## src/rtl/alu_pkg.sv

```systemverilog
// Shared op-code and FSM encodings for the sequential ALU and its iterative multiply/divide unit.
package alu_pkg;

   localparam logic [3:0] OP_ADD   = 4'd0;
   localparam logic [3:0] OP_SUB   = 4'd1;
   localparam logic [3:0] OP_AND   = 4'd2;
   localparam logic [3:0] OP_OR    = 4'd3;
   localparam logic [3:0] OP_XOR   = 4'd4;
   localparam logic [3:0] OP_SLL   = 4'd5;
   localparam logic [3:0] OP_SRL   = 4'd6;
   localparam logic [3:0] OP_SRA   = 4'd7;
   localparam logic [3:0] OP_SLT   = 4'd8;
   localparam logic [3:0] OP_SLTU  = 4'd9;
   localparam logic [3:0] OP_SGE   = 4'd10;
   localparam logic [3:0] OP_SGEU  = 4'd11;
   localparam logic [3:0] OP_MUL   = 4'd12;
   localparam logic [3:0] OP_MULHU = 4'd13;
   localparam logic [3:0] OP_DIVU  = 4'd14;
   localparam logic [3:0] OP_REMU  = 4'd15;

   localparam logic [0:0] ST_IDLE = 1'b0;
   localparam logic [0:0] ST_ITER = 1'b1;

   // Ops 12-15 run on the iterative unit; everything else is single-cycle.
   function automatic logic is_iter_op(input logic [3:0] op);
      return op[3] & op[2];
   endfunction

endpackage

```

## src/rtl/muldiv_iter.sv

```systemverilog
// Radix-2 shift-add multiplier / restoring divider, one bit per cycle over a 2*XLEN accumulator.
// done rises XLEN cycles after start and holds until ack; acc = {hi,lo} product or {rem,quo}.
module muldiv_iter
   import alu_pkg::*;
#(
   parameter int XLEN  = 32,
   parameter int CNT_W = $clog2(XLEN) + 1
) (
   input  logic              clk,
   input  logic              reset_n,
   input  logic              start,
   input  logic              is_div,
   input  logic              ack,
   input  logic [XLEN-1:0]   op_a,
   input  logic [XLEN-1:0]   op_b,
   output logic              done,
   output logic [2*XLEN-1:0] acc
);

   localparam logic [CNT_W-1:0] CNT_MAX = CNT_W'(XLEN);

   logic [2*XLEN-1:0] acc_q, acc_d;
   logic [XLEN-1:0]   b_q, b_d;
   logic              div_q, div_d;
   logic              run_q, run_d;
   logic [CNT_W-1:0]  cnt_q, cnt_d;
   logic [XLEN:0]     mul_sum;
   logic [XLEN:0]     div_trial;

   assign done = run_q && (cnt_q == CNT_MAX);
   assign acc  = acc_q;

   always_comb begin
      mul_sum   = {1'b0, acc_q[2*XLEN-1:XLEN]} + (acc_q[0] ? {1'b0, b_q} : '0);
      // Partial remainder shifted left with the next dividend bit, minus divisor.
      div_trial = acc_q[2*XLEN-1:XLEN-1] - {1'b0, b_q};
      acc_d     = acc_q;
      b_d       = b_q;
      div_d     = div_q;
      run_d     = run_q;
      cnt_d     = cnt_q;
      if (start) begin
         acc_d = {{XLEN{1'b0}}, op_a};
         b_d   = op_b;
         div_d = is_div;
         run_d = 1'b1;
         cnt_d = '0;
      end else if (run_q && !done) begin
         cnt_d = cnt_q + 1'b1;
         if (!div_q) begin
            acc_d = {mul_sum, acc_q[XLEN-1:1]};
         end else if (!div_trial[XLEN]) begin
            acc_d = {div_trial[XLEN-1:0], acc_q[XLEN-2:0], 1'b1};
         end else begin
            acc_d = {acc_q[2*XLEN-2:XLEN-1], acc_q[XLEN-2:0], 1'b0};
         end
      end else if (done && ack) begin
         run_d = 1'b0;
         cnt_d = '0;
      end
   end

   always_ff @(posedge clk or negedge reset_n) begin
      if (!reset_n) begin
         acc_q <= '0;
         b_q   <= '0;
         div_q <= 1'b0;
         run_q <= 1'b0;
         cnt_q <= '0;
      end else begin
         acc_q <= acc_d;
         b_q   <= b_d;
         div_q <= div_d;
         run_q <= run_d;
         cnt_q <= cnt_d;
      end
   end

endmodule

```

## src/rtl/seq_alu.sv

```systemverilog
// Sequential ALU: single-cycle ops land one edge after accept, mul/div XLEN+1 edges after accept.
// Result register is held while out_valid && !out_ready; in_ready drops while stalled or iterating.
module seq_alu
   import alu_pkg::*;
#(
   parameter int XLEN  = 32,
   parameter int CNT_W = $clog2(XLEN) + 1
) (
   input  logic            clk,
   input  logic            reset_n,
   input  logic            in_valid,
   output logic            in_ready,
   input  logic [3:0]      alu_op,
   input  logic [XLEN-1:0] alu_in_1,
   input  logic [XLEN-1:0] alu_in_2,
   output logic            out_valid,
   input  logic            out_ready,
   output logic [XLEN-1:0] alu_result,
   output logic            alu_bcond,
   output logic            busy
);

   localparam int SH_W = $clog2(XLEN);

   logic [0:0]        state_q, state_d;
   logic [3:0]        op_q, op_d;
   logic [XLEN-1:0]   a_q, a_d;
   logic [XLEN-1:0]   b_q, b_d;
   logic              pend_q, pend_d;
   logic              out_valid_q, out_valid_d;
   logic [XLEN-1:0]   res_q, res_d;
   logic              bc_q, bc_d;

   logic              fire;
   logic              out_free;
   logic              md_start;
   logic              md_ack;
   logic              md_done;
   logic [2*XLEN-1:0] md_acc;
   logic [XLEN-1:0]   sc_res;
   logic              sc_bc;
   logic [SH_W-1:0]   sh;

   assign out_free   = !out_valid_q || out_ready;
   assign in_ready   = (state_q == ST_IDLE) && out_free;
   assign fire       = in_valid && in_ready;
   assign md_start   = fire && is_iter_op(alu_op);
   assign out_valid  = out_valid_q;
   assign alu_result = res_q;
   assign alu_bcond  = bc_q;
   assign busy       = (state_q == ST_ITER);
   assign sh         = b_q[SH_W-1:0];

   muldiv_iter #(
      .XLEN  (XLEN),
      .CNT_W (CNT_W)
   ) u_muldiv (
      .clk     (clk),
      .reset_n (reset_n),
      .start   (md_start),
      .is_div  (alu_op[1]),
      .ack     (md_ack),
      .op_a    (alu_in_1),
      .op_b    (alu_in_2),
      .done    (md_done),
      .acc     (md_acc)
   );

   always_comb begin
      sc_res = '0;
      sc_bc  = 1'b0;
      case (op_q)
         OP_ADD:  begin sc_res = a_q + b_q; sc_bc = (a_q == b_q); end
         OP_SUB:  begin sc_res = a_q - b_q; sc_bc = (a_q != b_q); end
         OP_AND:  sc_res = a_q & b_q;
         OP_OR:   sc_res = a_q | b_q;
         OP_XOR:  sc_res = a_q ^ b_q;
         OP_SLL:  sc_res = a_q << sh;
         OP_SRL:  sc_res = a_q >> sh;
         OP_SRA:  sc_res = $signed(a_q) >>> sh;
         OP_SLT:  begin
            sc_bc  = ($signed(a_q) < $signed(b_q));
            sc_res = {{(XLEN-1){1'b0}}, sc_bc};
         end
         OP_SLTU: begin
            sc_bc  = (a_q < b_q);
            sc_res = {{(XLEN-1){1'b0}}, sc_bc};
         end
         OP_SGE:  sc_bc = ($signed(a_q) >= $signed(b_q));
         OP_SGEU: sc_bc = (a_q >= b_q);
         default: ;
      endcase
   end

   always_comb begin
      state_d     = state_q;
      op_d        = op_q;
      a_d         = a_q;
      b_d         = b_q;
      pend_d      = pend_q;
      out_valid_d = out_valid_q && !out_ready;
      res_d       = res_q;
      bc_d        = bc_q;
      md_ack      = 1'b0;
      if ((state_q == ST_IDLE) && pend_q && out_free) begin
         pend_d      = 1'b0;
         out_valid_d = 1'b1;
         res_d       = sc_res;
         bc_d        = sc_bc;
      end
      // The final ITER cycle stalls here until the output slot is free.
      if ((state_q == ST_ITER) && md_done && out_free) begin
         md_ack      = 1'b1;
         state_d     = ST_IDLE;
         out_valid_d = 1'b1;
         res_d       = op_q[0] ? md_acc[2*XLEN-1:XLEN] : md_acc[XLEN-1:0];
         bc_d        = 1'b0;
      end
      if (fire) begin
         op_d = alu_op;
         a_d  = alu_in_1;
         b_d  = alu_in_2;
         if (is_iter_op(alu_op)) begin
            state_d = ST_ITER;
         end else begin
            pend_d = 1'b1;
         end
      end
   end

   always_ff @(posedge clk or negedge reset_n) begin
      if (!reset_n) begin
         state_q     <= ST_IDLE;
         op_q        <= '0;
         a_q         <= '0;
         b_q         <= '0;
         pend_q      <= 1'b0;
         out_valid_q <= 1'b0;
         res_q       <= '0;
         bc_q        <= 1'b0;
      end else begin
         state_q     <= state_d;
         op_q        <= op_d;
         a_q         <= a_d;
         b_q         <= b_d;
         pend_q      <= pend_d;
         out_valid_q <= out_valid_d;
         res_q       <= res_d;
         bc_q        <= bc_d;
      end
   end

endmodule

```

## config.mk

```make
export PLATFORM = sky130hd
export DESIGN_NAME = seq_alu
export DESIGN_NICKNAME = d
export VERILOG_FILES = /design/src/rtl/alu_pkg.sv /design/src/rtl/muldiv_iter.sv /design/src/rtl/seq_alu.sv
export SDC_FILE = /design/constraint.sdc
export NUM_CORES = 1
export LEC_CHECK = 0
export ABC_AREA = 1
export CAP_MARGIN = 10
export CORE_MARGIN = 1.5
export CORE_UTILIZATION = 40
export CTS_CLUSTER_SIZE = 16
export DETAILED_ROUTE_END_ITERATION = 12
export GPL_ROUTABILITY_DRIVEN = 0
export PLACE_DENSITY = 0.55
export SYNTH_ARGS = -nofsm -noshare
export SYNTH_HDL_FRONTEND = slang
export SYNTH_SLANG_ARGS = --single-unit
```

## constraint.sdc

```tcl
create_clock -name clk -period 5.45 [get_ports clk]
set_input_delay 0.545 -clock clk [delete_from_list [all_inputs] [get_ports clk]]
set_output_delay 0.545 -clock clk [all_outputs]
set_load 0.02 [all_outputs]
```

After elaboration in Yosys (flattened, before gate mapping):

Index checks and enable logic that the tools add are counted.

* $add $sub $neg: 5
* multipliers: 0
* divide/modulo/power cells: 0
* magnitude comparators: 4
* equal/unequal tests: 15
* shifts and indexed selects: 3
* muxes and demuxes: 27
* bitwise logic cells: 5
* reduce and logical (&&, ||, !) cells: 21

Operators by type and width (number)
* $pmux 32 s10: 1
* $mux 64: 4
* $mux 32: 4
* $ge 32x32->1: 2
* $lt 32x32->1: 2
* $add 32x33->33: 1
* $sub 33x32->33: 1
* $add 32x32->32: 1
* $and 32x32->32: 1
* $eq 32x32->1: 1
* $ne 32x32->1: 1
* $or 32x32->32: 1
* $shl 32x5->32: 1
* $shr 32x5->32: 1
* $sshr 32x5->32: 1
* $sub 32x32->32: 1
* $xor 32x32->32: 1
* $mux 6: 3
* $eq 4x3->1 const B: 4
* $eq 4x4->1 const B: 4
* $mux 1: 14
* $logic_and 1x1->1: 11
* $eq 4x2->1 const B: 2
* $add 6x1->6 const B: 1
* 12 further kinds: 16

* register bits: 208
* bits in latches: 0
* memory bits (writable): 0
* bits in read-only memories: 0
* input port bits: 72
* output and inout port bits: 36
* memories kept: 0

Logic depth before layout (Yosys ltp):

Gate-level depths: netlist (run 1).

* depth after elaboration: 9
* mapped depth: 22
* gate-level depth less buffers: 20

By module:

Synthesis (run 1) repeated with hierarchy kept, for this count alone.

* cell total of the unflattened synthesis: 4141
* area, all modules: 24203.2 um2

By module, submodules not included
* seq_alu: instances 1, cells an instance 2458, area each 14102.3 um2
* muldiv_iter: instances 1, cells an instance 1683, area each 10100.9 um2

Worst setup path after synthesis (run 1):

Ideal clock, no wire load.

* path type: flip-flop to flip-flop
* start point: register b_q[2]
* end point: register res_q[19] (netlist: alu_result[19])
* data arrival time: 2.522 ns
* required time: 5.327 ns
* path slack: 2.805 ns
* cell stages (with the launch flop): 19
* buffers on the path: 4
* period minus slack after synthesis: 2.645 ns
* cell sequence: dfrtp_1 buf_2 inv_1 buf_2 buf_1 ha_1 buf_4 a21oi_1 nand2_1 nand2_1 nand3_1 nand2_1 nand2_1 nand2_1 nand3_1 nand3_1 nand2_1 o21ai_0 nand2_1

* word-level cells in the longest chain between the ends: 4
* elaborated cells on any way between the ends: 8
* those cells by class: 2 x add/sub; 3 x shift; 3 x mux

RTL lines
* start: declaration: line seq_alu.sv:28 `logic [XLEN-1:0] b_q, b_d;`
* start signal: assignment: line seq_alu.sv:136 `b_q <= '0;`
* start signal: assignment: line seq_alu.sv:145 `b_q <= b_d;`
* $sub 32x32->32, or another cell as far along: line seq_alu.sv:74 `OP_SUB: begin sc_res = a_q - b_q; sc_bc = (a_q != b_q); end`
* $pmux 32 s10 (*): line seq_alu.sv:72 `case (op_q)`
* $mux 32 (*): line seq_alu.sv:105 `if ((state_q == ST_IDLE) && pend_q && out_free) begin`
* $mux 32 (*): line seq_alu.sv:112 `if ((state_q == ST_ITER) && md_done && out_free) begin`
* end signal: assignment: line seq_alu.sv:148 `res_q <= res_d;`
* end: declaration: line seq_alu.sv:31 `logic [XLEN-1:0] res_q, res_d;`

Mark *: on every way between the ends. The rest lies on a longest branch, timed or not. The select of a mux whose other input is x is not followed.
A chain may end at the register's enable or synchronous reset.

Worst setup path after layout (run 1):

* start point: register b_q[4]
* end point: register res_q[0] (netlist: alu_result[0])

* word-level cells in the longest chain between the ends: 4
* elaborated cells on any way between the ends: 8
* those cells by class: 2 x order compare; 3 x shift; 3 x mux

RTL lines
* $lt 32x32->1, or another cell as far along: line seq_alu.sv:86 `sc_bc = (a_q < b_q);`
* $pmux 32 s10 (*): line seq_alu.sv:72
* $mux 32 (*): line seq_alu.sv:105
* $mux 32 (*): line seq_alu.sv:112

Marks and branches as above.

==> results of run 1 <==
[synthesized netlist by cell type, types with 13 or more instances]
master,n,share of area
a21oi_1,198,0.042
buf_1,18,0.0029
buf_2,50,0.011
clkbuf_1,86,0.014
dfrtp_1,208,0.22
ha_1,166,0.088
inv_1,492,0.078
inv_2,17,0.0027
nand2_1,1340,0.21
nand3_1,407,0.086
nand3b_1,15,0.0048
nand4_1,39,0.010
nor2_1,305,0.048
nor3_1,37,0.0078
o211ai_1,64,0.020
o21a_1,13,0.0041
o21ai_0,320,0.068
o21ai_1,20,0.0042
o21bai_1,18,0.0057
o221ai_1,34,0.013
o22ai_1,20,0.0053
or2_2,13,0.0034
xor2_1,19,0.0070
[worst reg2reg max path, delay by kind of cell (launching register included)]
kind	cells	cell delay, ns
AND/OR/NAND/NOR	12	1.27
flip-flops	1	0.96
buffers and inverters	2	0.84
adder cells (fa/ha/maj)	1	0.53
AO/OA/AOI/OAI	1	0.17
[state kept, by name (all words and copies together) (netlist names), 4 cells and up]
register / flops
u_muldiv.cnt_q: 6
a_q: 32
alu_result: 32
op_q: 4
u_muldiv.b_q: 32
u_muldiv.acc: 64
b_q: 32
[layout make-up]
cell class	count	area [um^2]	area share
clock buffers	33	728	0.0279
clock inverters	14	173	0.00662
inverters	512	1930	0.0740
multi-input cells	3130	15800	0.605
flip-flops and latches	208	5210	0.200
well taps	765	957	0.0367
repair buffers	136	1310	0.0501
[cell families (layout without fill, tap and decap cells)]
kind of cell | count (synthesis) | after routing | synth area share
AO/OA/AOI/OAI | 733 | 733 | 0.177
XOR/XNOR | 27 | 27 | 0.00999
buffers and inverters | 682 | 695 | 0.114
AND/OR/NAND/NOR | 2197 | 2197 | 0.386
flip-flops | 208 | 208 | 0.220
multiplexers | 3 | 3 | 0.00127
adder cells (fa/ha/maj) | 170 | 170 | 0.0912
[metal layers]
layer | wire (um) | GRT usage
met1 | 44200 | 0.451
met2 | 49200 | 0.581
met3 | 8020 | 0.0447
met4 | 5330 | 0.158
met5 | 0 | 0
[worst max-delay path by stage]
| stage | slack [ns] | endpoint | cells after the start | startpoint |
|---|---|---|---|---|
| detailed placement | 1.77 | alu_result[0] | 16 | b_q[4] |
| floorplan | 2.81 | alu_result[19] | 18 | b_q[2] |
| global placement | 1.84 | alu_result[26] | 14 | b_q[4] |
| finish | 1.57 | alu_result[0] | 16 | b_q[4] |
| global route | 1.35 | alu_bcond | 18 | b_q[4] |
| CTS | 1.74 | alu_result[0] | 16 | b_q[4] |
[per-stage QoR]
step,setup slack [ns],std cells,hold WS (ns)
after floorplan,2.81,4020,0.249
after global placement,1.84,4751,0.478
after detailed placement,1.77,4751,0.480
after CTS,1.74,4798,0.0926
after global routing,1.35,4798,0.120
final,1.57,4798,0.0451
==> flow_metrics.py, run 1 <==
metrics = {
    "cts": {
        "worstSkewPairLatency_ns": 0.58,
        "cts-resized-gates": 0,
        "root_buffer": "clkbuf_16",
        "cts-hold-fix-buffers": 0,
        "cts_max_level": 1,
        "numCtsBuffers": 26,
        "clock_path_buffers": 3,
        "postCtsSetupRepairBufs": 0,
        "clock_sinks": 208,
        "cts_tree": "built",
        "clk_pin_slew_ns": 0.08,
    },
    "synth": {
        "syn-instance-count": 4020,
        "synth_edf_count": 0,
        "ys_seq_area_frac": 0.220,
        "synth_ff_type": "dfrtp_1",
        "async_flop_share": 1.00,
        "avgSynthCellArea_um2": 5.89,
        "syn-cell-area_um2": 23700,
        "syn_nets": 4262,
        "synth.distinct_cells": 54,
        "ys_ff_latch": 208,
        "ys.warnings.count": 0,
    },
    "cells_and_area": {
        "nets": 4256,
        "fill_cells": 6490,
        "num_antenna_cells": 0,
        "fin_util": 0.449,
        "layout_common_cells": "nand2_1, inv_1, nand3_1",
        "layout_commonest_cell": "nand2_1",
        "drive_gt1_frac": 0.0352,
        "area_growth_syn_to_layout_pct": 10.2,
        "final_area_um2": 26100,
    },
    "worst_hold_path": {
        "min_path_type": "primary input to async pin",
    },
    "setup_path": {
        "start_kind": "register",
        "crit_path_cell_trace": "inv_1 > ha_1 > inv_1 > nand2_1 > nor2_1 > nand2_1 > nand2_2 > nand2_1 > nand2_1 > nand2_1 > nand2_1 > nand2_1 > nand3_1 > nand2_1 > o21ai_1 > nand2_1",
        "worstPathRequired_ns": 5.90,
        "timing.rr.start": "b_q[4]",
        "crit_arrival_ns": 4.34,
        "cp-end-kind": "register",
        "r2r_end": "alu_result[0]",
        "crit_top_cell": "nand2_1",
        "crit_path_max_incr_delay_ns": 0.96,
        "r2r_slack_ns": 1.57,
        "critPathSlowestCell": "dfrtp_1",
        "cp_top_family": "simple AND/OR/NAND/NOR gates",
        "crit_buf_inv": 2,
        "worstSetupPathType": "register to register",
        "worstRegToRegCells": 16,
        "path_max_fanout": 29,
    },
    "die": {
        "design.portCount": 108,
        "die_w_um": 246,
        "die-area_um2": 60600,
        "core_um2": 58000,
        "die_y_um": 246,
        "rows": 88,
        "start_util": 0.408,
    },
    "global_route": {
        "globalRouteTotalUtil": 0.350,
        "grt_max_degree": 115,
        "grt_pass1_wl_mm": 161,
        "grt_overflow": 0,
        "grt_pass1_vias": 26379,
        "antenna_found_initial": 0,
    },
    "detailed_routing": {
        "routed-via-count": 27137,
        "drc_errors": 0,
        "routed_via_density": 5.66,
        "routed_wl_mm": 107,
        "wire_per_inst_um": 22.3,
        "ant_nets": 0,
        "drt_iter0_markers": 2798,
        "drt_pre_antenna_iters": 6,
    },
    "timing": {
        "clock_skew_ns": 0.0384,
        "tns_ns": 0,
        "period_needed_ns": 3.88,
        "max_freq_ghz": 0.257,
        "setup_viol": 0,
        "slew_viol_final": 0,
        "tightest_slew_ns": 1.13,
        "rsz0062_at_grt": "false",
        "max_slew_margin": 0.246,
        "fin_crit_sh": 0.713,
        "finalHoldViolCount": 0,
    },
    "run": {
        "cap_violations": 0,
    },
    "placement": {
        "io_buffer_count": 107,
        "place_area_um2": 25200,
        "dpl.hpwl_mm": 85.2,
    },
    "status": {
        "status": "finished clean",
    },
}
Power of run 1 is left out: the tool's default activity adds up to more than one toggle a clock period on the data nets, which glitch-free logic cannot reach.
==> inputs of run 2 (changes only) <==
--- a/config.mk
+++ b/config.mk
@@ -12,7 +12,7 @@
 export CTS_CLUSTER_SIZE = 16
 export DETAILED_ROUTE_END_ITERATION = 12
 export GPL_ROUTABILITY_DRIVEN = 0
-export PLACE_DENSITY = 0.55
+export PLACE_DENSITY = 0.57
 export SYNTH_ARGS = -nofsm -noshare
 export SYNTH_HDL_FRONTEND = slang
 export SYNTH_SLANG_ARGS = --single-unit
==> constraint.sdc (replaced) <==
create_clock -name clk -period 3.57 [get_ports clk]
set_input_delay 0.357 -clock clk [delete_from_list [all_inputs] [get_ports clk]]
set_output_delay 0.357 -clock clk [all_outputs]
set_load 0.02 [all_outputs]
==> flow_metrics.py, run 2 (same netlist as run 1, synthesis figures left out) <==
metrics = {
    "setup_path": {
        "cp-end-kind": "register",
        "critPathSlowestCell": "dfrtp_1",
        "worstPathRequired_ns": 4.01,
        "crit_path_max_incr_delay_ns": 0.55,
        "crit_top_cell": "nand2_1",
        "crit_path_cell_trace": "inv_1 > ha_1 > inv_1 > a21oi_1 > nand2_1 > nand2_1 > nand2_1 > a21oi_1 > nand3_1 > nand3_1 > nand2_1 > nor2_1 > nand2_1 > nand2_1 > nand2_1",
        "r2r_slack_ns": 0.44,
        "worstSetupPathType": "register to register",
        "crit_arrival_ns": 3.57,
        "start_kind": "register",
        "path_max_fanout": 9,
    },
    "die": {
        "die_y_um": 246,
        "design.portCount": 108,
        "start_util": 0.408,
        "rows": 88,
        "core_um2": 58000,
        "die-area_um2": 60600,
        "die_w_um": 246,
    },
    "placement": {
        "io_buffer_count": 107,
        "preCtsSetupSlack_ns": 0.563,
        "dp.cells": 4789,
        "dpl.hpwl_mm": 85.6,
    },
    "global_route": {
        "grt_pass1_vias": 26355,
        "globalRouteTotalUtil": 0.342,
        "grt_max_degree": 80,
        "grt_overflow": 0,
        "grt_pass1_wl_mm": 158,
        "antenna_found_initial": 2,
    },
    "timing": {
        "slew_viol_final": 0,
        "max_slew_margin": 0.445,
        "worst_slack_ns": 0.443,
        "setup_viol": 0,
        "tns_ns": 0,
        "finalHoldViolCount": 0,
        "clock_skew_ns": 0.0178,
        "tightest_slew_ns": 0.824,
        "period_needed_ns": 3.13,
        "holdWs_ns": 0.313,
        "rsz0062_at_grt": "false",
        "fin_crit_sh": 0.876,
        "max_freq_ghz": 0.320,
    },
    "detailed_routing": {
        "drt_iter0_markers": 2897,
        "routed_via_density": 5.71,
        "drc_errors": 0,
        "routed_wl_mm": 106,
        "drt_pre_antenna_iters": 8,
        "ant_nets": 0,
        "routed-via-count": 27597,
        "wire_per_inst_um": 21.8,
    },
    "cts": {
        "cts-resized-gates": 0,
        "cts_max_level": 1,
        "clock_sinks": 208,
        "numCtsBuffers": 24,
        "clock_path_buffers": 3,
        "cts_tree": "built",
        "postCtsSetupRepairBufs": 0,
        "clk_pin_slew_ns": 0.07,
        "worstSkewPairLatency_ns": 0.56,
        "root_buffer": "clkbuf_16",
    },
    "cells_and_area": {
        "finalNonFillerCells": 4833,
        "layout_common_cells": "nand2_1, inv_1, nand3_1",
        "area_growth_syn_to_layout_pct": 11.1,
        "nets": 4293,
        "largest_register_ffs": 64,
        "layout_commonest_cell": "nand2_1",
        "fill_cells": 6446,
        "drive_gt1_frac": 0.0433,
    },
    "worst_hold_path": {
        "min_path_type": "primary input to async pin",
    },
    "status": {
        "status": "finished clean",
    },
    "run": {
        "cap_violations": 0,
    },
}
==> run 2: per-stage QoR <==
step,utilization,instance area (um^2)
2_1_floorplan,-,23700
3_3_place_gp,0.439,25500
3_5_place_dp,0.439,25500
4_1_cts,0.453,26300
5_1_grt,0.453,26300
6_report,0.453,26300
==> run 2: what timing repair did <==
| action | 4_1_cts | 5_1_grt |
|---|---|---|
| setup endpoints to repair | 0 | 0 |
| hold buffers | 1 | 0 |
| hold endpoints to repair | 53 | 0 |
==> run 2: cell type report <==
cell class	count	area [um^2]	area share
clock inverters	10	60.1	0.00229
flip-flops and latches	208	5210	0.198
well taps	765	957	0.0364
diodes	1	2.50	0.0000952
multi-input cells	3130	15800	0.600
inverters	512	1930	0.0734
repair buffers	175	1650	0.0628
clock buffers	32	712	0.0271
==> run 2: worst paths after layout <==
| check | startpoint | to | cells past startpoint |
|---|---|---|---|
| setup reg to reg | a_q[19] | alu_bcond | 15 |
| hold reg to reg | pend_q | pend_q | 2 |
| min in group clk | alu_in_1[5] | a_q[5] | 3 |
| setup / recovery | a_q[19] | alu_bcond | 15 |
| hold / removal | reset_n | u_muldiv.cnt_q[3] | 2 |
| max in group asynchronous | reset_n | b_q[23] | 3 |
==> run 2: routing by layer <==
layer  track usage  wire, um  vias to the layer above
li1              -         -                    13169
met1         0.443     43300                    12801
met2         0.558     47500                     1324
met3        0.0429      8570                      303
met4         0.173      6120                        0
met5             0         0                        -
==> run 2: critical path, delay by kind of cell, from the launching register on <==
kind	cells	cell delay, ns
and+or+nand+nor	10	0.98
AOI/OAI and AO/OA	2	0.69
buffers and inverters	2	0.25
DFF	1	0.55
adders and majority gates	1	0.52
Power of run 2 is left out for the same reason.
